$ cat config.mk
export PLATFORM = sky130hd
export DESIGN_NAME = avalon_mm_burst_master_flat
export DESIGN_NICKNAME = d
export VERILOG_FILES = /design/src/rtl/avalon_mm_burst_master_if.sv /design/src/rtl/avalon_mm_burst_master.sv /design/src/flat_wrapper.sv
export SDC_FILE = /design/constraint.sdc
export NUM_CORES = 1
export LEC_CHECK = 0
export ABC_AREA = 1
export CAP_MARGIN = 10
export CORE_MARGIN = 2
export CORE_UTILIZATION = 45
export CTS_BUF_LIST = sky130_fd_sc_hd__clkbuf_8 sky130_fd_sc_hd__clkbuf_16
export DETAILED_ROUTE_END_ITERATION = 10
export DONT_BUFFER_PORTS = 1
export GPL_TIMING_DRIVEN = 0
export MAX_ROUTING_LAYER = met4
export PLACE_DENSITY = 0.56
export RECOVER_POWER = 50
export SYNTH_ARGS = -nofsm -noshare
export SYNTH_HDL_FRONTEND = slang
export SYNTH_SLANG_ARGS = --single-unit
$ cat constraint.sdc
create_clock -name CLK -period 5.7 [get_ports CLK]
set_clock_uncertainty 0.1 [all_clocks]
set_input_delay 0.57 -clock CLK [delete_from_list [all_inputs] [get_ports CLK]]
set_output_delay 0.57 -clock CLK [all_outputs]
set_load 0.05 [all_outputs]
$ cat src/rtl/avalon_mm_burst_master_if.sv
// Avalon-MM bus bundle between a burst master and the interconnect.
// Master drives request fields; slave returns stall and read data.
interface avalon_mm_burst_master_if #(
  parameter int ADDR_W  = 32,
  parameter int DATA_W  = 32,
  parameter int BURST_W = 4
) ();
  logic [ADDR_W-1:0]   ADDRESS;
  logic                READ;
  logic                WRITE;
  logic [DATA_W-1:0]   WRITEDATA;
  logic [DATA_W/8-1:0] BYTEENABLE;
  logic [BURST_W-1:0]  BURSTCOUNT;
  logic                WAITREQUEST;
  logic [DATA_W-1:0]   READDATA;
  logic                READDATAVALID;

  modport master (
    output ADDRESS, READ, WRITE, WRITEDATA,
    output BYTEENABLE, BURSTCOUNT,
    input  WAITREQUEST, READDATA, READDATAVALID
  );

  modport slave (
    input  ADDRESS, READ, WRITE, WRITEDATA,
    input  BYTEENABLE, BURSTCOUNT,
    output WAITREQUEST, READDATA, READDATAVALID
  );
endinterface

$ cat src/rtl/avalon_mm_burst_master.sv
// Avalon-MM burst master: single/burst reads and writes from a
// command plus beat-stream front end, with a no-progress watchdog.
module avalon_mm_burst_master #(
  parameter int ADDR_W  = 32,
  parameter int DATA_W  = 32,
  parameter int BURST_W = 4,
  parameter int TIMEOUT = 1024
) (
  input  logic                CLK,
  input  logic                RESET,
  avalon_mm_burst_master_if.master av,
  input  logic                cmd_valid,
  output logic                cmd_ready,
  input  logic                cmd_rnw,
  input  logic [ADDR_W-1:0]   cmd_addr,
  input  logic [BURST_W-1:0]  cmd_len,
  input  logic [DATA_W/8-1:0] cmd_be,
  input  logic                wr_valid,
  output logic                wr_ready,
  input  logic [DATA_W-1:0]   wr_data,
  output logic                rd_valid,
  output logic [DATA_W-1:0]   rd_data,
  output logic                rd_last,
  output logic                done,
  output logic                err
);

  localparam int CW = BURST_W + 1;
  localparam int BW = DATA_W / 8;
  localparam int TW =
    (TIMEOUT > 1) ? $clog2(TIMEOUT + 1) : 1;
  localparam logic [CW-1:0] MAXB =
    CW'(1) << (BURST_W - 1);
  localparam logic [TW-1:0] TMO_LAST =
    TW'((TIMEOUT > 0) ? TIMEOUT - 1 : 0);

  typedef enum logic [2:0] {
    S_IDLE, S_WR, S_RD_CMD, S_RD_DATA, S_DONE
  } state_t;

  state_t            r_state, w_state;
  logic [ADDR_W-1:0] r_addr, w_addr;
  logic              r_read, w_read;
  logic              r_write, w_write;
  logic [DATA_W-1:0] r_wdata, w_wdata;
  logic [BW-1:0]     r_be, w_be;
  logic [BURST_W-1:0] r_bc, w_bc;
  logic [CW-1:0]     r_len, w_len;
  logic [CW-1:0]     r_loaded, w_loaded;
  logic [CW-1:0]     r_acc, w_acc;
  logic [CW-1:0]     r_rcnt, w_rcnt;
  logic [TW-1:0]     r_tmo, w_tmo;
  logic              r_rd_valid, w_rd_valid;
  logic [DATA_W-1:0] r_rd_data, w_rd_data;
  logic              r_rd_last, w_rd_last;
  logic              r_done, w_done;
  logic              r_err, w_err;

  logic w_len_ok;
  logic w_busy;
  logic w_wr_acc;
  logic w_rd_acc;
  logic w_rd_beat;
  logic w_wr_load;
  logic w_prog;
  logic w_tmo_hit;

  assign w_len_ok = (cmd_len != '0) &&
                    ({1'b0, cmd_len} <= MAXB);
  assign w_busy   = (r_state == S_WR) ||
                    (r_state == S_RD_CMD) ||
                    (r_state == S_RD_DATA);
  assign w_wr_acc = (r_state == S_WR) && r_write &&
                    !av.WAITREQUEST;
  assign w_rd_acc = (r_state == S_RD_CMD) &&
                    !av.WAITREQUEST;
  assign w_rd_beat = av.READDATAVALID &&
                     ((r_state == S_RD_CMD) ||
                      (r_state == S_RD_DATA));
  assign w_prog   = w_wr_acc || w_rd_acc || w_rd_beat;
  assign w_tmo_hit = (TIMEOUT != 0) && w_busy &&
                     !w_prog && (r_tmo == TMO_LAST);

  assign cmd_ready = (r_state == S_IDLE);
  assign wr_ready  = (r_state == S_WR) &&
                     (!r_write || !av.WAITREQUEST) &&
                     (r_loaded < r_len) && !w_tmo_hit;
  assign w_wr_load = wr_valid && wr_ready;

  // Next state, next registered outputs and beat counters
  always_comb begin
    w_state    = r_state;
    w_addr     = r_addr;
    w_read     = r_read;
    w_write    = r_write;
    w_wdata    = r_wdata;
    w_be       = r_be;
    w_bc       = r_bc;
    w_len      = r_len;
    w_loaded   = r_loaded;
    w_acc      = r_acc;
    w_rcnt     = r_rcnt;
    w_tmo      = r_tmo;
    w_rd_valid = 1'b0;
    w_rd_data  = r_rd_data;
    w_rd_last  = 1'b0;
    w_done     = 1'b0;
    w_err      = 1'b0;
    if ((r_state == S_IDLE && cmd_valid) || w_prog)
      w_tmo = '0;
    else if (w_busy)
      w_tmo = r_tmo + 1'b1;
    unique case (r_state)
      S_IDLE: begin
        if (cmd_valid) begin
          w_len    = {1'b0, cmd_len};
          w_loaded = '0;
          w_acc    = '0;
          w_rcnt   = '0;
          if (!w_len_ok) begin
            w_state = S_DONE;
            w_done  = 1'b1;
            w_err   = 1'b1;
          end else begin
            w_addr = cmd_addr;
            w_be   = cmd_be;
            w_bc   = cmd_len;
            if (cmd_rnw) begin
              w_read  = 1'b1;
              w_state = S_RD_CMD;
            end else begin
              w_state = S_WR;
            end
          end
        end
      end
      S_WR: begin
        if (w_wr_load) begin
          w_wdata  = wr_data;
          w_write  = 1'b1;
          w_loaded = r_loaded + 1'b1;
        end else if (!r_write || w_wr_acc) begin
          w_write = 1'b0;
        end
        if (w_wr_acc) begin
          w_acc = r_acc + 1'b1;
          if (w_acc == r_len) begin
            w_write = 1'b0;
            w_state = S_DONE;
            w_done  = 1'b1;
          end
        end
      end
      S_RD_CMD, S_RD_DATA: begin
        if (w_rd_acc) begin
          w_read  = 1'b0;
          w_state = S_RD_DATA;
        end
        if (w_rd_beat) begin
          w_rd_valid = 1'b1;
          w_rd_data  = av.READDATA;
          w_rcnt     = r_rcnt + 1'b1;
          if (w_rcnt == r_len) begin
            w_rd_last = 1'b1;
            w_read    = 1'b0;
            w_state   = S_DONE;
            w_done    = 1'b1;
          end
        end
      end
      S_DONE: begin
        w_state = S_IDLE;
        w_addr  = '0;
        w_be    = '0;
        w_bc    = '0;
      end
      default: w_state = S_IDLE;
    endcase
    if (w_tmo_hit) begin
      w_read  = 1'b0;
      w_write = 1'b0;
      w_state = S_DONE;
      w_done  = 1'b1;
      w_err   = 1'b1;
    end
  end

  // State register
  always_ff @(posedge CLK) begin
    if (RESET) r_state <= S_IDLE;
    else       r_state <= w_state;
  end

  // Registered bus outputs, stream outputs and counters
  always_ff @(posedge CLK) begin
    if (RESET) begin
      r_addr     <= '0;
      r_read     <= 1'b0;
      r_write    <= 1'b0;
      r_wdata    <= '0;
      r_be       <= '0;
      r_bc       <= '0;
      r_len      <= '0;
      r_loaded   <= '0;
      r_acc      <= '0;
      r_rcnt     <= '0;
      r_tmo      <= '0;
      r_rd_valid <= 1'b0;
      r_rd_data  <= '0;
      r_rd_last  <= 1'b0;
      r_done     <= 1'b0;
      r_err      <= 1'b0;
    end else begin
      r_addr     <= w_addr;
      r_read     <= w_read;
      r_write    <= w_write;
      r_wdata    <= w_wdata;
      r_be       <= w_be;
      r_bc       <= w_bc;
      r_len      <= w_len;
      r_loaded   <= w_loaded;
      r_acc      <= w_acc;
      r_rcnt     <= w_rcnt;
      r_tmo      <= w_tmo;
      r_rd_valid <= w_rd_valid;
      r_rd_data  <= w_rd_data;
      r_rd_last  <= w_rd_last;
      r_done     <= w_done;
      r_err      <= w_err;
    end
  end

  assign av.ADDRESS    = r_addr;
  assign av.READ       = r_read;
  assign av.WRITE      = r_write;
  assign av.WRITEDATA  = r_wdata;
  assign av.BYTEENABLE = r_be;
  assign av.BURSTCOUNT = r_bc;
  assign rd_valid      = r_rd_valid;
  assign rd_data       = r_rd_data;
  assign rd_last       = r_rd_last;
  assign done          = r_done;
  assign err           = r_err;

endmodule

$ cat src/flat_wrapper.sv
// flat-port wrapper written by rule: the top's interface ports become plain ports
module avalon_mm_burst_master_flat 
#(
  parameter int ADDR_W  = 32,
  parameter int DATA_W  = 32,
  parameter int BURST_W = 4,
  parameter int TIMEOUT = 1024
)
  (CLK, RESET, cmd_valid, cmd_ready, cmd_rnw, cmd_addr, cmd_len, cmd_be, wr_valid, wr_ready, wr_data, rd_valid, rd_data, rd_last, done, err, av_ADDRESS, av_READ, av_WRITE, av_WRITEDATA, av_BYTEENABLE, av_BURSTCOUNT, av_WAITREQUEST, av_READDATA, av_READDATAVALID);
  avalon_mm_burst_master_if #(.ADDR_W(ADDR_W), .DATA_W(DATA_W), .BURST_W(BURST_W)) av_i ();
  input  logic CLK;
  input  logic RESET;
  input  logic cmd_valid;
  output logic cmd_ready;
  input  logic cmd_rnw;
  input  logic [ADDR_W-1:0] cmd_addr;
  input  logic [BURST_W-1:0] cmd_len;
  input  logic [DATA_W/8-1:0] cmd_be;
  input  logic wr_valid;
  output logic wr_ready;
  input  logic [DATA_W-1:0] wr_data;
  output logic rd_valid;
  output logic [DATA_W-1:0] rd_data;
  output logic rd_last;
  output logic done;
  output logic err;
  output wire logic [$bits(av_i.ADDRESS)-1:0] av_ADDRESS;
  output wire logic [$bits(av_i.READ)-1:0] av_READ;
  output wire logic [$bits(av_i.WRITE)-1:0] av_WRITE;
  output wire logic [$bits(av_i.WRITEDATA)-1:0] av_WRITEDATA;
  output wire logic [$bits(av_i.BYTEENABLE)-1:0] av_BYTEENABLE;
  output wire logic [$bits(av_i.BURSTCOUNT)-1:0] av_BURSTCOUNT;
  input wire logic [$bits(av_i.WAITREQUEST)-1:0] av_WAITREQUEST;
  input wire logic [$bits(av_i.READDATA)-1:0] av_READDATA;
  input wire logic [$bits(av_i.READDATAVALID)-1:0] av_READDATAVALID;
  assign av_ADDRESS = av_i.ADDRESS;
  assign av_READ = av_i.READ;
  assign av_WRITE = av_i.WRITE;
  assign av_WRITEDATA = av_i.WRITEDATA;
  assign av_BYTEENABLE = av_i.BYTEENABLE;
  assign av_BURSTCOUNT = av_i.BURSTCOUNT;
  assign av_i.WAITREQUEST = av_WAITREQUEST;
  assign av_i.READDATA = av_READDATA;
  assign av_i.READDATAVALID = av_READDATAVALID;
  avalon_mm_burst_master #(.ADDR_W(ADDR_W), .DATA_W(DATA_W), .BURST_W(BURST_W), .TIMEOUT(TIMEOUT)) u_core (.CLK(CLK), .RESET(RESET), .av(av_i), .cmd_valid(cmd_valid), .cmd_ready(cmd_ready), .cmd_rnw(cmd_rnw), .cmd_addr(cmd_addr), .cmd_len(cmd_len), .cmd_be(cmd_be), .wr_valid(wr_valid), .wr_ready(wr_ready), .wr_data(wr_data), .rd_valid(rd_valid), .rd_data(rd_data), .rd_last(rd_last), .done(done), .err(err));
endmodule
==> impl_table.tex <==
\begin{tabular}{lr}
\hline
Metric & Value \\
\hline
\multicolumn{2}{l}{\textbf{Cells and area}} \\
Fin area & 6640 um\^{}2 \\
Area overhead of the layout relative to synthesis & 12.6\% \\
Fraction of layout instances using a drive strength above 1 & 11.0\% \\
Number of nets at the end of the flow & 899 \\
Area taken by flip-flops and latches & 2860 um\^{}2 \\
Fill cells & 1274 \\
Antenna cell count & 0 \\
Multi-input gate area in the final layout & 2610 um\^{}2 \\
\multicolumn{2}{l}{\textbf{Die}} \\
Top Ports & 223 \\
Overall die area & 14000 um\^{}2 \\
Die extent in x & 118 um \\
Starting density of the core & 46.4\% \\
Standard-cell row count & 41 \\
Area inside the core boundary & 12700 um\^{}2 \\
Die extent in y & 118 um \\
\multicolumn{2}{l}{\textbf{Placed design}} \\
Port buffer count & 0 \\
Post-place instance area & 6110 um\^{}2 \\
Place WS & 3.17 ns \\
Final RePlAce weighted congestion & 0.877 \\
Dpl hpwl & 11000 um \\
\multicolumn{2}{l}{\textbf{Yosys}} \\
Post-Syn Area per Cell & 7.74 um\^{}2 \\
Mux share of post-synthesis cell area & 0\% \\
Top-count cell post-synth & sky130\_fd\_sc\_hd\_\_nand2\_1 \\
Synthesized-area fraction occupied by ao, oa, aoi and oai cells & 13.2\% \\
Share of the synthesized area in the top cell type & 48.5\% \\
Dominant combinational cell family by area after synthesis & simple AND/OR/NAND/NOR gates \\
Synthesized-area fraction occupied by adder cells & 1.48\% \\
Number of standard cells after synthesis & 762 \\
Flip-flop and latch count after synthesis & 143 \\
Simple logic cell fraction of the synthesized area & 28.7\% \\
Biggest area consumer among synthesized cells & sky130\_fd\_sc\_hd\_\_dfxtp\_1 \\
Number of nets produced by synthesis & 880 \\
Count of distinct cell types in the synthesized netlist & 35 \\
Ys async rst share & 0\% \\
Number of enable flip-flop cells after synthesis & 0 \\
Commonest cells post-synth & sky130\_fd\_sc\_hd\_\_nand2\_1 (184), sky130\_fd\_sc\_hd\_\_dfxtp\_1 (143), sky130\_fd\_sc\_hd\_\_nor2\_1 (96) \\
Count of yosys warnings during synthesis & 0 \\
Cell area after synthesis & 5900 um\^{}2 \\
Ranking of synthesized cells by area & sky130\_fd\_sc\_hd\_\_dfxtp\_1 (49\%), sky130\_fd\_sc\_hd\_\_nand2\_1 (12\%), sky130\_fd\_sc\_hd\_\_a21oi\_1 (7.5\%) \\
Sequential fraction of the synthesis area & 48.5\% \\
Most used flip-flop cell after synthesis & sky130\_fd\_sc\_hd\_\_dfxtp\_1 \\
Fraction of synthesized cell area in xor and xnor cells & 1.19\% \\
\multicolumn{2}{l}{\textbf{Outcome}} \\
Status & finished clean \\
\multicolumn{2}{l}{\textbf{Worst setup path}} \\
Data arrival, critical path & 2.46 ns \\
CP max stage delay & 0.39 ns \\
FF-to-FF setup slack & 3.28 ns \\
Worst setup EP type & primary output \\
Top fanout value on the critical path & 10 \\
Top cell family by delay on the critical path & buffers and inverters \\
CP Data Required Time & 5.03 ns \\
Crit path buf inv count & 4 \\
Critical path launch point type & register \\
Slowest stage cell, crit path & sky130\_fd\_sc\_hd\_\_clkinvlp\_2 \\
CP Class & register to primary output \\
Worst-path cell chain & inv\_1, nand2\_2, nor2\_1, clkinvlp\_2, nand2\_1, nor2\_4, nand3\_4, and2\_1, buf\_6, buf\_8 \\
\multicolumn{2}{l}{\textbf{STA}} \\
Maximum clock rate & 319 MHz \\
Crit path time final & 3.13 ns \\
Number of setup violations in the final report & 0 \\
Slew at the pin closest to its max-slew limit & 0.637 ns \\
TNS Setup & 0 ns \\
Unrepaired setup endpoints after global routing & false \\
Slew Limit Headroom & 57.5\% \\
Post-route setup slack & 2.57 ns \\
Final Max Tran Viols & 0 \\
Hold Vio Cnt, Final & 0 \\
Final clock period utilization by the worst path & 55.0\% \\
\multicolumn{2}{l}{\textbf{Power}} \\
Portion of total power attributed to sequential cells & 49.2\% \\
Clock group share of total power & 40.7\% \\
Cell internal power dissipation & 0.00175 W \\
Net load switching power & 0.000777 W \\
Power Total & 0.00253 W \\
Maximum vdd drop & 184 uV \\
Sw frac & 30.7\% \\
Combinational Power Share & 10.1\% \\
Power density of the placed cells & 380 nW/um\^{}2 \\
Leak & 2.55 nW \\
\multicolumn{2}{l}{\textbf{Detailed routing}} \\
Topmost layer with routed signal wires & met4 \\
Count of nets left with antenna violations after detail routing & 0 \\
Wire length reported by the detailed router & 14800 um \\
DR WL/cell & 15.3 um \\
Detailed-routing wirelength on met1 & 6300 um \\
1st-pass router iterations & 5 \\
Routed via count divided by cell count & 5.16 \\
Detailed route wirelength on metal3 & 1210 um \\
Violation count after the first detailed-routing iteration & 283 \\
Met2 layer wire length in the routed design & 6920 um \\
Number of DRC violations after detailed routing & 0 \\
Overall via count from detail\_route & 4976 \\
\multicolumn{2}{l}{\textbf{Global routing}} \\
Global-route congestion overflow total & 0 \\
Wire length of the first global-routing pass & 23700 um \\
Pin count of the biggest net entering global routing & 17 \\
Total routing usage reported by global routing & 21.9\% \\
Antenna violations before repair & 0 \\
Number of global-route vias before repair & 4846 \\
\multicolumn{2}{l}{\textbf{Clock network}} \\
Clock tree from TritonCTS & yes \\
Clock net sink count & 143 \\
Number of hold buffers added after cts & 0 \\
Root Buffer & sky130\_fd\_sc\_hd\_\_clkbuf\_16 \\
Clk Latency, worst-skew pair & 0.42 ns \\
Clock slew seen by the registers of the worst setup and hold paths & 0.06 ns \\
Number of buffers created by CTS & 17 \\
Resize count post-CTS & 0 \\
Post-CTS Setup Inserts & 0 \\
Clock Path Buffers & 2 \\
H-tree levels & 4 \\
\multicolumn{2}{l}{\textbf{Job}} \\
Max-cap viol count & 0 \\
\multicolumn{2}{l}{\textbf{Min path}} \\
Type of the worst min-delay path & input pin to register \\
\hline
\end{tabular}
-- sequential cells by signal, summed over array words and instances, names as in the netlist --
| register | count |
|---|---|
| u_core.rd_valid | 1 |
| u_core.av.ADDRESS | 32 |
| u_core.rd_data | 32 |
| u_core.av.READ | 1 |
| u_core.av.WRITEDATA | 32 |
| u_core.r_acc | 5 |
| u_core.av.BURSTCOUNT | 4 |
| u_core.av.BYTEENABLE | 4 |
| u_core.rd_last | 1 |
| u_core.done | 1 |
| u_core.r_loaded | 5 |
| u_core.r_tmo | 11 |
| u_core.av.WRITE | 1 |
| u_core.r_rcnt | 5 |
| u_core.r_len | 4 |
| u_core.err | 1 |
| u_core.r_state | 3 |
-- routing by layer --
layer | vias to the layer above | GRT usage, %
li1 | 2523 | -
met1 | 2246 | 25.0
met2 | 183 | 35.4
met3 | 24 | 6.95
met4 | 0 | 9.52
met5 | - | -
-- worst paths after layout --
path,startpoint,end,cells after the start
setup / recovery,u_core.r_state[2],wr_ready,10
hold / removal,av_READDATA[3],u_core.rd_data[3],2
setup reg to reg,u_core.r_state[2],u_core.av.WRITEDATA[25],12
hold reg to reg,u_core.r_loaded[4],u_core.r_loaded[4],2
-- kinds of logic (layout without fill, tap and decap cells) --
kind of cell | after synthesis | count (layout)
AOI/OAI and AO/OA | 146 | 146
DFF | 143 | 143
xor gates and xnor gates | 8 | 8
buffers and inverters | 89 | 120
and+or+nand+nor | 369 | 369
adders and majority gates | 7 | 7
-- layout by cell type, fill, tap and decap left out, types with 6 or more instances in the layout --
cell,netlist,routed
sky130_fd_sc_hd__dfxtp_1,143,143
sky130_fd_sc_hd__nand2_1,184,185
sky130_fd_sc_hd__ha_1,7,7
sky130_fd_sc_hd__clkbuf_1,22,24
sky130_fd_sc_hd__nor2_1,96,98
sky130_fd_sc_hd__nand3_2,21,21
sky130_fd_sc_hd__xor2_1,6,6
sky130_fd_sc_hd__nand3_1,39,39
sky130_fd_sc_hd__nand4_1,7,7
sky130_fd_sc_hd__inv_1,42,45
sky130_fd_sc_hd__a21oi_1,88,88
sky130_fd_sc_hd__clkbuf_16,0,17
sky130_fd_sc_hd__buf_2,9,7
sky130_fd_sc_hd__a21oi_2,8,8
sky130_fd_sc_hd__o21ai_0,41,41
-- area by class of cell --
| type | instances | share of cell area (%) |
|---|---|---|
| Multi-Input combinational cell | 530 | 39.3 |
| Clock inverter | 12 | 1.45 |
| Tap cell | 172 | 3.24 |
| Buffer | 42 | 3.35 |
| Inverter | 47 | 2.71 |
| Clock buffer | 19 | 6.82 |
| Sequential cell | 143 | 43.1 |
-- power groups by stage --
stage / Combinational [W] / Clock (W) / Sequential (W)
2_1_floorplan: 0.000207 / 0 / 0.00125
3_3_place_gp: 0.000253 / 0 / 0.00127
3_5_place_dp: 0.000260 / 0 / 0.00127
4_1_cts: 0.000261 / 0.00106 / 0.00124
5_1_grt: 0.000293 / 0.00110 / 0.00125
6_report: 0.000256 / 0.00103 / 0.00124
-- through the flow --
stage | util (%) | hold slack, ns | cells
3_3_place_gp | 48.1 | 0.354 | 934
5_1_grt | 52.2 | 0.172 | 965
2_1_floorplan | - | 0.344 | 762
3_5_place_dp | 48.1 | 0.361 | 934
4_1_cts | 52.4 | 0.167 | 965
6_report | 52.2 | 0.182 | 965
Power figures use the tool's default switching activity.
